--- config.mk ---
export PLATFORM = sky130hd
export DESIGN_NAME = ami_port_mem_tester
export DESIGN_NICKNAME = d
export VERILOG_FILES = /design/src/rtl/ami_port_mem_tester_pkg.sv /design/src/rtl/ami_port_mem_tester.sv
export SDC_FILE = /design/constraint.sdc
export NUM_CORES = 1
export LEC_CHECK = 0
export ABC_AREA = 0
export CAP_MARGIN = 30
export CELL_PAD_IN_SITES_DETAIL_PLACEMENT = 1
export CELL_PAD_IN_SITES_GLOBAL_PLACEMENT = 1
export CORE_AREA = 2 2 440 442
export DETAILED_ROUTE_END_ITERATION = 16
export DIE_AREA = 0 0 442 444
export GPL_ROUTABILITY_DRIVEN = 1
export GPL_TIMING_DRIVEN = 1
export PLACE_DENSITY = 0.44
export SLEW_MARGIN = 25
export SYNTH_ARGS = -nofsm -noshare
export SYNTH_HDL_FRONTEND = slang
export SYNTH_SLANG_ARGS = --single-unit
--- constraint.sdc ---
create_clock -name clk -period 7.25 [get_ports clk]
set_input_delay 1.45 -clock clk [delete_from_list [all_inputs] [get_ports clk]]
set_output_delay 1.45 -clock clk [all_outputs]
set_load 0.02 [all_outputs]
--- src/rtl/ami_port_mem_tester_pkg.sv ---
// rtl/ami_port_mem_tester_pkg.sv - AMI request/response types, tester states and line pattern
package ami_port_mem_tester_pkg;

  localparam int AMI_LINE_BYTES = 64;

  typedef enum logic [2:0] {
    IDLE  = 3'd0,
    WRITE = 3'd1,
    READ  = 3'd2,
    WAIT  = 3'd3,
    DONE  = 3'd4
  } tester_state_e;

  typedef struct packed {
    logic         valid;
    logic         isWrite;
    logic [63:0]  addr;
    logic [511:0] data;
  } MemReq;

  typedef struct packed {
    logic         valid;
    logic [511:0] data;
  } MemResp;

  // Line idx carries the 32-bit word (seed + idx) replicated across all 64 bytes.
  function automatic logic [511:0] ami_tester_pattern(input logic [31:0] seed,
                                                      input logic [15:0] idx);
    logic [31:0] word;
    word = seed + {16'd0, idx};
    return {16{word}};
  endfunction

endpackage

--- src/rtl/ami_port_mem_tester.sv ---
// rtl/ami_port_mem_tester.sv - write/read-back memory self-test engine for one AMI port
module ami_port_mem_tester
  import ami_port_mem_tester_pkg::*;
#(
  parameter int unsigned NUM_LINES       = 8,
  parameter logic [63:0] BASE_ADDR       = 64'd0,
  parameter logic [63:0] STRIDE          = 64'd64,
  parameter logic [31:0] PATTERN_BASE    = 32'hDEAD0000,
  parameter int unsigned MAX_OUTSTANDING = 4,
  parameter int unsigned TIMEOUT_CYCLES  = 1024
) (
  input  logic        clk,
  input  logic        rst,
  input  logic        start,
  output MemReq       mem_req_out,
  input  logic        mem_req_grant_in,
  input  MemResp      mem_resp_in,
  output logic        mem_resp_grant_out,
  output logic        busy,
  output logic        done,
  output logic        pass,
  output logic        timeout,
  output logic [15:0] err_count,
  output logic [15:0] first_err_idx
);

  localparam logic [15:0] LAST_IDX  = 16'(NUM_LINES - 1);
  localparam logic [3:0]  MAX_OUT   = 4'(MAX_OUTSTANDING);
  localparam logic [31:0] WDOG_LAST = 32'(TIMEOUT_CYCLES - 1);

  tester_state_e state_q, state_d;
  logic [15:0]   idx_q, idx_d;
  logic [15:0]   resp_idx_q, resp_idx_d;
  logic [3:0]    outstanding_q, outstanding_d;
  logic [31:0]   wdog_q, wdog_d;
  logic          done_q, done_d;
  logic          pass_q, pass_d;
  logic          timeout_q, timeout_d;
  logic [15:0]   err_q, err_d;
  logic [15:0]   first_q, first_d;

  logic req_valid, req_fire, resp_fire, resp_bad, activity, run_active, wdog_expired;

  always_comb begin
    req_valid = (state_q == WRITE) || ((state_q == READ) && (outstanding_q != MAX_OUT));
    mem_req_out.valid   = req_valid;
    mem_req_out.isWrite = (state_q == WRITE);
    mem_req_out.addr    = BASE_ADDR + 64'(idx_q) * STRIDE;
    mem_req_out.data    = (state_q == WRITE) ? ami_tester_pattern(PATTERN_BASE, idx_q) : '0;
    mem_resp_grant_out  = mem_resp_in.valid && ((state_q == READ) || (state_q == WAIT)) &&
                          (outstanding_q != 4'd0);
  end

  assign req_fire     = req_valid && mem_req_grant_in;
  assign resp_fire    = mem_resp_grant_out;
  assign resp_bad     = mem_resp_in.data != ami_tester_pattern(PATTERN_BASE, resp_idx_q);
  assign activity     = req_fire || resp_fire;
  assign run_active   = (state_q == WRITE) || (state_q == READ) || (state_q == WAIT);
  assign wdog_expired = run_active && !activity && (wdog_q == WDOG_LAST);

  always_comb begin
    state_d       = state_q;
    idx_d         = idx_q;
    resp_idx_d    = resp_idx_q;
    outstanding_d = outstanding_q;
    wdog_d        = wdog_q;
    done_d        = done_q;
    pass_d        = pass_q;
    timeout_d     = timeout_q;
    err_d         = err_q;
    first_d       = first_q;

    if (run_active) begin
      wdog_d = activity ? 32'd0 : wdog_q + 32'd1;

      if (resp_fire) begin
        resp_idx_d = resp_idx_q + 16'd1;
        if (resp_bad) begin
          if (err_q != 16'hFFFF) err_d = err_q + 16'd1;
          if (first_q == 16'hFFFF) first_d = resp_idx_q;
        end
      end

      case ({req_fire && (state_q == READ), resp_fire})
        2'b10:   outstanding_d = outstanding_q + 4'd1;
        2'b01:   outstanding_d = outstanding_q - 4'd1;
        default: outstanding_d = outstanding_q;
      endcase

      if (req_fire) begin
        idx_d = idx_q + 16'd1;
        if (idx_q == LAST_IDX) begin
          if (state_q == WRITE) begin
            state_d = READ;
            idx_d   = 16'd0;
          end else begin
            state_d = WAIT;
          end
        end
      end

      if ((state_q == WAIT) && (outstanding_q == 4'd0)) begin
        state_d = DONE;
        done_d  = 1'b1;
        pass_d  = (err_q == 16'd0);
      end

      // The watchdog only fires on an idle cycle, so it never races a grant transition.
      if (wdog_expired) begin
        state_d   = DONE;
        done_d    = 1'b1;
        pass_d    = 1'b0;
        timeout_d = 1'b1;
      end
    end else if (state_q == DONE) begin
      state_d = IDLE;
    end else if (start) begin
      state_d       = WRITE;
      idx_d         = 16'd0;
      resp_idx_d    = 16'd0;
      outstanding_d = 4'd0;
      wdog_d        = 32'd0;
      done_d        = 1'b0;
      pass_d        = 1'b0;
      timeout_d     = 1'b0;
      err_d         = 16'd0;
      first_d       = 16'hFFFF;
    end
  end

  always_ff @(posedge clk) begin
    if (!rst) begin
      state_q       <= IDLE;
      idx_q         <= 16'd0;
      resp_idx_q    <= 16'd0;
      outstanding_q <= 4'd0;
      wdog_q        <= 32'd0;
      done_q        <= 1'b0;
      pass_q        <= 1'b0;
      timeout_q     <= 1'b0;
      err_q         <= 16'd0;
      first_q       <= 16'hFFFF;
    end else begin
      state_q       <= state_d;
      idx_q         <= idx_d;
      resp_idx_q    <= resp_idx_d;
      outstanding_q <= outstanding_d;
      wdog_q        <= wdog_d;
      done_q        <= done_d;
      pass_q        <= pass_d;
      timeout_q     <= timeout_d;
      err_q         <= err_d;
      first_q       <= first_d;
    end
  end

  assign busy          = run_active;
  assign done          = done_q;
  assign pass          = pass_q;
  assign timeout       = timeout_q;
  assign err_count     = err_q;
  assign first_err_idx = first_q;

endmodule

After elaboration in Yosys (flattened, before gate mapping)
Index checks and enable logic that the tools add are counted.
{"block": "classes", "n_eq_ne": 23, "add_sub_neg": 8, "n_reduce_logical": 28, "muxes": 45}
{"op": "$mux 512", "count": 1}
{"op": "$ne 512x512->1", "count": 1}
{"op": "$mux 16", "count": 18}
{"op": "$mux 32", "count": 4}
{"op": "$add 31x17->32 const A", "count": 2}
{"op": "$add 16x1->16 const B", "count": 3}
{"op": "$add 32x1->32 const B", "count": 1}
{"op": "$eq 32x10->1 const B", "count": 1}
{"op": "$mux 3", "count": 7}
{"op": "$reduce_and 3->1", "count": 6}
{"op": "$eq 16x16->1 const B", "count": 1}
{"op": "$eq 16x3->1 const B", "count": 1}
{"op": "$logic_not 16->1", "count": 1}
{"op": "$ne 16x16->1 const B", "count": 1}
{"op": "$mux 4", "count": 3}
{"op": "$mux 1", "count": 11}
{"op": "$reduce_and 5->1", "count": 2}
{"op": "$logic_and 1x1->1", "count": 8}
{"op": "$ne 2x2->1 const B", "count": 4}
{"op": "$pmux 4 s2", "count": 1}
{"op": "$eq 3x2->1 const B", "count": 2}
{"op": "$ne 2x1->1 const B", "count": 3}
{"op": "$ne 3x1->1 const B", "count": 2}
{"op": "$logic_or 1x1->1", "count": 5}
{"op": "15 further kinds", "count": 15}
{"block": "word_totals", "out_inout_bits": 615, "inputBits": 517, "regBits": 106, "elab_cells": 114}

Depth between registers and ports, before layout
{"block": "logic_depth", "ltp_word": 10, "depth_mapped": 12, "ltp_nobuf": 11}

Least setup slack after synthesis
No wires, ideal clock.
{"block": "synth_path", "kind": "flip-flop to output port", "startpoint": "register state_q[0]", "endpoint": "output mem_req_out[102] in the netlist's numbering", "path_slack_ns": -0.233, "n_path_buf": 3, "arrival_ns": 6.033, "t_required_ns": 5.800, "path_stages_with_launch": 7, "cell_sequence": "dfxtp_1 -> clkbuf_1 -> or3b_2 -> inv_1 -> clkbuf_1 -> and2_1 -> buf_4"}
{"item": "start: declaration", "line_no": "ami_port_mem_tester.sv:31", "text": "tester_state_e state_q, state_d;"}
{"item": "start signal: assignment", "line_no": "ami_port_mem_tester.sv:144", "text": "state_q <= state_d;"}
{"item": "end: declaration", "line_no": "ami_port_mem_tester.sv:15", "text": "output MemReq mem_req_out,"}

==> run summary <==
The total negative setup slack came out at 0 ns. The number of top-level pins is 1132. Of the total synthesized cell area, the portion taken by AND, OR, NAND and NOR gates is 0.330.

The number of warnings printed during yosys synthesis is 0. The count of pins over their slew limit came to 0. The required time of the worst setup path came out at 5.80 ns. The aggregate global-route resource usage is 0.0933.

Summed over all layers, the global routing overflow is 0. The half-perimeter wire length after placement is 85.0 mm. The largest vdd supply drop is 0.122 mV.

The post-route worst setup slack is 1.65 ns. The first global-routing pass estimated 127 mm of wire. Gates resized during post-CTS repair numbered 0. The flow ran to the end, and the final reports show no timing, DRC or antenna violations. The width of the die is 442 µm. The count of unresolved DRC violations after routing is 0. Setup repair after global routing left no endpoint under its margin. The post-synthesis xor/xnor area fraction is 0.0775. Clock-pin slew was measured on the worst setup and hold paths at 0.09 ns. The maximum number of pins on one net before global-route repair is 168. The worst setup skew after layout came out at 0.0201 ns.

The startpoint kind of the worst setup timing path is a flop. The biggest fanout along the worst timing path is 167. The synthesized-area fraction occupied by adder cells came out at 0.00662. The number of DRC markers after the initial detailed-route iteration came out at 518.

The number of enable-type register cells in the synthesized netlist came out at 0. After synthesis, the share of flip-flops with an asynchronous set or reset is 0. The average size of a mapped cell came out at 7.59 µm². The initial antenna violation count came out at 40. The final setup violation count came out at 0. The area fraction in compound gates after synthesis is 0.0830. The via count of the first global-routing pass came to 14800. The power density normalized to cell area came out at 98.8 nW/µm².

The TritonCTS clock tree is done. The number of nets in the layout came out at 2835. The post-placement worst setup slack is 1.02 ns. By count the netlist is led by sky130_fd_sc_hd__buf_4, sky130_fd_sc_hd__dfxtp_1, sky130_fd_sc_hd__nor2_1. The initial cell density of the core is 0.0690. The worst setup path is of the flop to output pin kind. The aggregate routed wire length came out at 96.2 mm. The finished layout holds 4849 standard cells, fillers aside. The fraction of final layout cells with drive strength greater than 1 is 0.0324. The share of the synthesized area in the top cell type came out at 0.310. The longest clock path from root to sink contains 2 buffers.

The post-synthesis instance area came out at 13200 µm². The tree is rooted in a sky130_fd_sc_hd__clkbuf_16. For the pin with the worst max-slew slack, the measured transition is 0.906 ns.

The area of the core came out at 192000 µm². The critical path data arrival time came out at 4.15 ns. The detailed router placed 14500 vias in this run. The leakage power summed over all cells is 7.36 nW.

The time the worst path needs with I/O delays and setup came out at 5.60 ns. After synthesis, the cell types taking the most area are sky130_fd_sc_hd__buf_4, sky130_fd_sc_hd__dfxtp_1, sky130_fd_sc_hd__xor2_1. By instance count, the leading cell after synthesis is sky130_fd_sc_hd__buf_4. On the worst path, the slowest cell contributes a delay of 0.75 ns. The number of buffers added to fix hold violations after cts is 0. By area, the combinational part of the netlist is dominated by buffers and inverters. The vertical extent of the die is 444 µm.

The floorplan has 161 rows. The slowest stage of the critical path is the sky130_fd_sc_hd__clkdlybuf4s50_1 cell. Using the TritonRoute via totals, the vias-per-cell ratio works out to 3.00.

The mux share of post-synthesis cell area came out at 0.0106. The endpoint type of the worst setup path is an output pin. In the synthesized netlist the dominant register cell turns out to be sky130_fd_sc_hd__dfxtp_1. Post-CTS timing repair inserted 0 buffers for setup. Dividing the final minimum period by the clock period gives 0.773. The share of the Yosys chip area taken by registers is 0.160. The count of input and output buffers came out at 1003. The worst-skew pair later-pin latency came out at 0.41 ns. The number of unique standard cell types used by synthesis is 66. The hold violation count in the final report came to 0. The number of placed cells counting well taps came out at 4825. The area added between synthesis and finish is 75.3%. The tightest hold margin came out at 0.467 ns.

In this run the remaining antenna-violating nets after routing total 0. Summed over all instances, the cell type with the most area after synthesis is sky130_fd_sc_hd__buf_4. The die covers 196000 µm². In this run the worst hold path is classified as flop to flop.

The number of register bits inferred by synthesis came out at 106. The number of cells produced by synthesis is 1743. The relative max-transition margin came out at 0.396. The H-tree was split into 3 levels. The critical path goes through or3b_2 -> inv_8 -> buf_4 -> and2_1 -> clkdlybuf4s50_1. Dividing the detail-routed wire length by the instance count gives 19.8 µm. The reported max-cap violation count is 0. The clock sink count is 106. The detailed-routing iteration count for the pre-antenna-repair pass is 4. TritonCTS created 9 clock buffers.

The weighted congestion reported at the end of routability-driven placement is 0.805. The highest clock rate came out at 178 MHz.
==> per-layer routing <==
layer / wire length (µm) / GRT usage
met1: 32000 / 0.0876
met2: 57800 / 0.203
met3: 4400 / 0.0153
met4: 1910 / 0.0206
met5: 0 / 0
==> sequential cells by signal, indices dropped and copies added (netlist names) <==
signal and cells:
wdog_q 32, err_count 16, first_err_idx 16, idx_q 16, resp_idx_q 16, outstanding_q 4, state_q 3, done 1
pass 1, timeout 1
==> per-stage QoR <==
stage	util	cell area, µm²	total power, mW
final	0.121	23200	2.29
after global routing	0.121	23200	2.42
after CTS	0.121	23100	2.37
after detailed placement	0.119	22800	1.75
after global placement	0.119	22800	1.74
after floorplan	-	13700	1.24
==> final timing paths <==
path	slack, ns	from	endpoint	cells past startpoint
max reg2reg	2.53	resp_idx_q[1]	first_err_idx[5]	9
max	1.65	state_q[0]	mem_req_out[175]	5
min	0.47	done	done	2
min reg2reg	0.47	done	done	2
==> critical path, delay by kind of cell (launching register included) <==
family        cells  cell delay [ns]
simple gates      2             1.32
buf+inv           3             1.60
flops             1             0.51
==> where the power goes <==
part / internal, mW / switching, mW / total, mW
combinational: 0.535 / 0.527 / 1.06
sequential: 0.614 / 0.0375 / 0.652
clock: 0.276 / 0.300 / 0.576
total: 1.42 / 0.865 / 2.29
==> layout make-up <==
cell class / count / area (µm²)
tap: 2526 / 3160
fill: 22800 / 168000
clock buffer: 9 / 225
clock inverter: 6 / 83.8
timing repair buffer: 1031 / 10300
antenna: 8 / 20.0
multi-input combinational: 1148 / 7210
sequential: 106 / 2140
inverter: 15 / 63.8
==> logic make-up (layout without fill, tap and decap cells) <==
group                      Yosys count  in the layout
adders and majority gates            7              7
AOI/OAI and AO/OA                  163            163
muxes                               14             14
buffers and inverters              616           1061
and+or+nand+nor                    719            719
other                                1            136
xor gates and xnor gates           117            117
DFF                                106            106
==> cell usage in the layout, fill, tap and decap left out, types with 11 or more instances in the layout <==
master	synthesis	routed
sky130_fd_sc_hd__a21oi_1	34	34
sky130_fd_sc_hd__buf_4	546	23
sky130_fd_sc_hd__clkdlybuf4s50_1	0	1003
sky130_fd_sc_hd__or4bb_1	15	15
sky130_fd_sc_hd__nand2_1	68	67
sky130_fd_sc_hd__nand3_1	62	62
sky130_fd_sc_hd__a22oi_1	19	19
sky130_fd_sc_hd__inv_1	14	13
sky130_fd_sc_hd__o22a_1	15	15
sky130_fd_sc_hd__xor2_1	94	94
sky130_fd_sc_hd__conb_1	1	128
sky130_fd_sc_hd__nor2_1	100	99
sky130_fd_sc_hd__nor4bb_1	12	12
sky130_fd_sc_hd__nand4_1	91	91
sky130_fd_sc_hd__o22ai_1	26	26
sky130_fd_sc_hd__nand2b_1	19	19
sky130_fd_sc_hd__xnor2_1	23	23
sky130_fd_sc_hd__nor3_1	46	46
sky130_fd_sc_hd__o21ai_1	9	11
sky130_fd_sc_hd__or4_1	27	27
sky130_fd_sc_hd__mux2i_1	14	14
sky130_fd_sc_hd__dfxtp_1	106	91
sky130_fd_sc_hd__o21ai_0	15	13
sky130_fd_sc_hd__and3_1	45	45
sky130_fd_sc_hd__dfxtp_2	0	15
sky130_fd_sc_hd__and2_1	18	17
sky130_fd_sc_hd__nor4_1	75	74
sky130_fd_sc_hd__or3_1	45	45
sky130_fd_sc_hd__and4_1	11	11
sky130_fd_sc_hd__nand4b_1	57	57
Note: power is estimated with default switching activity, not from simulation.
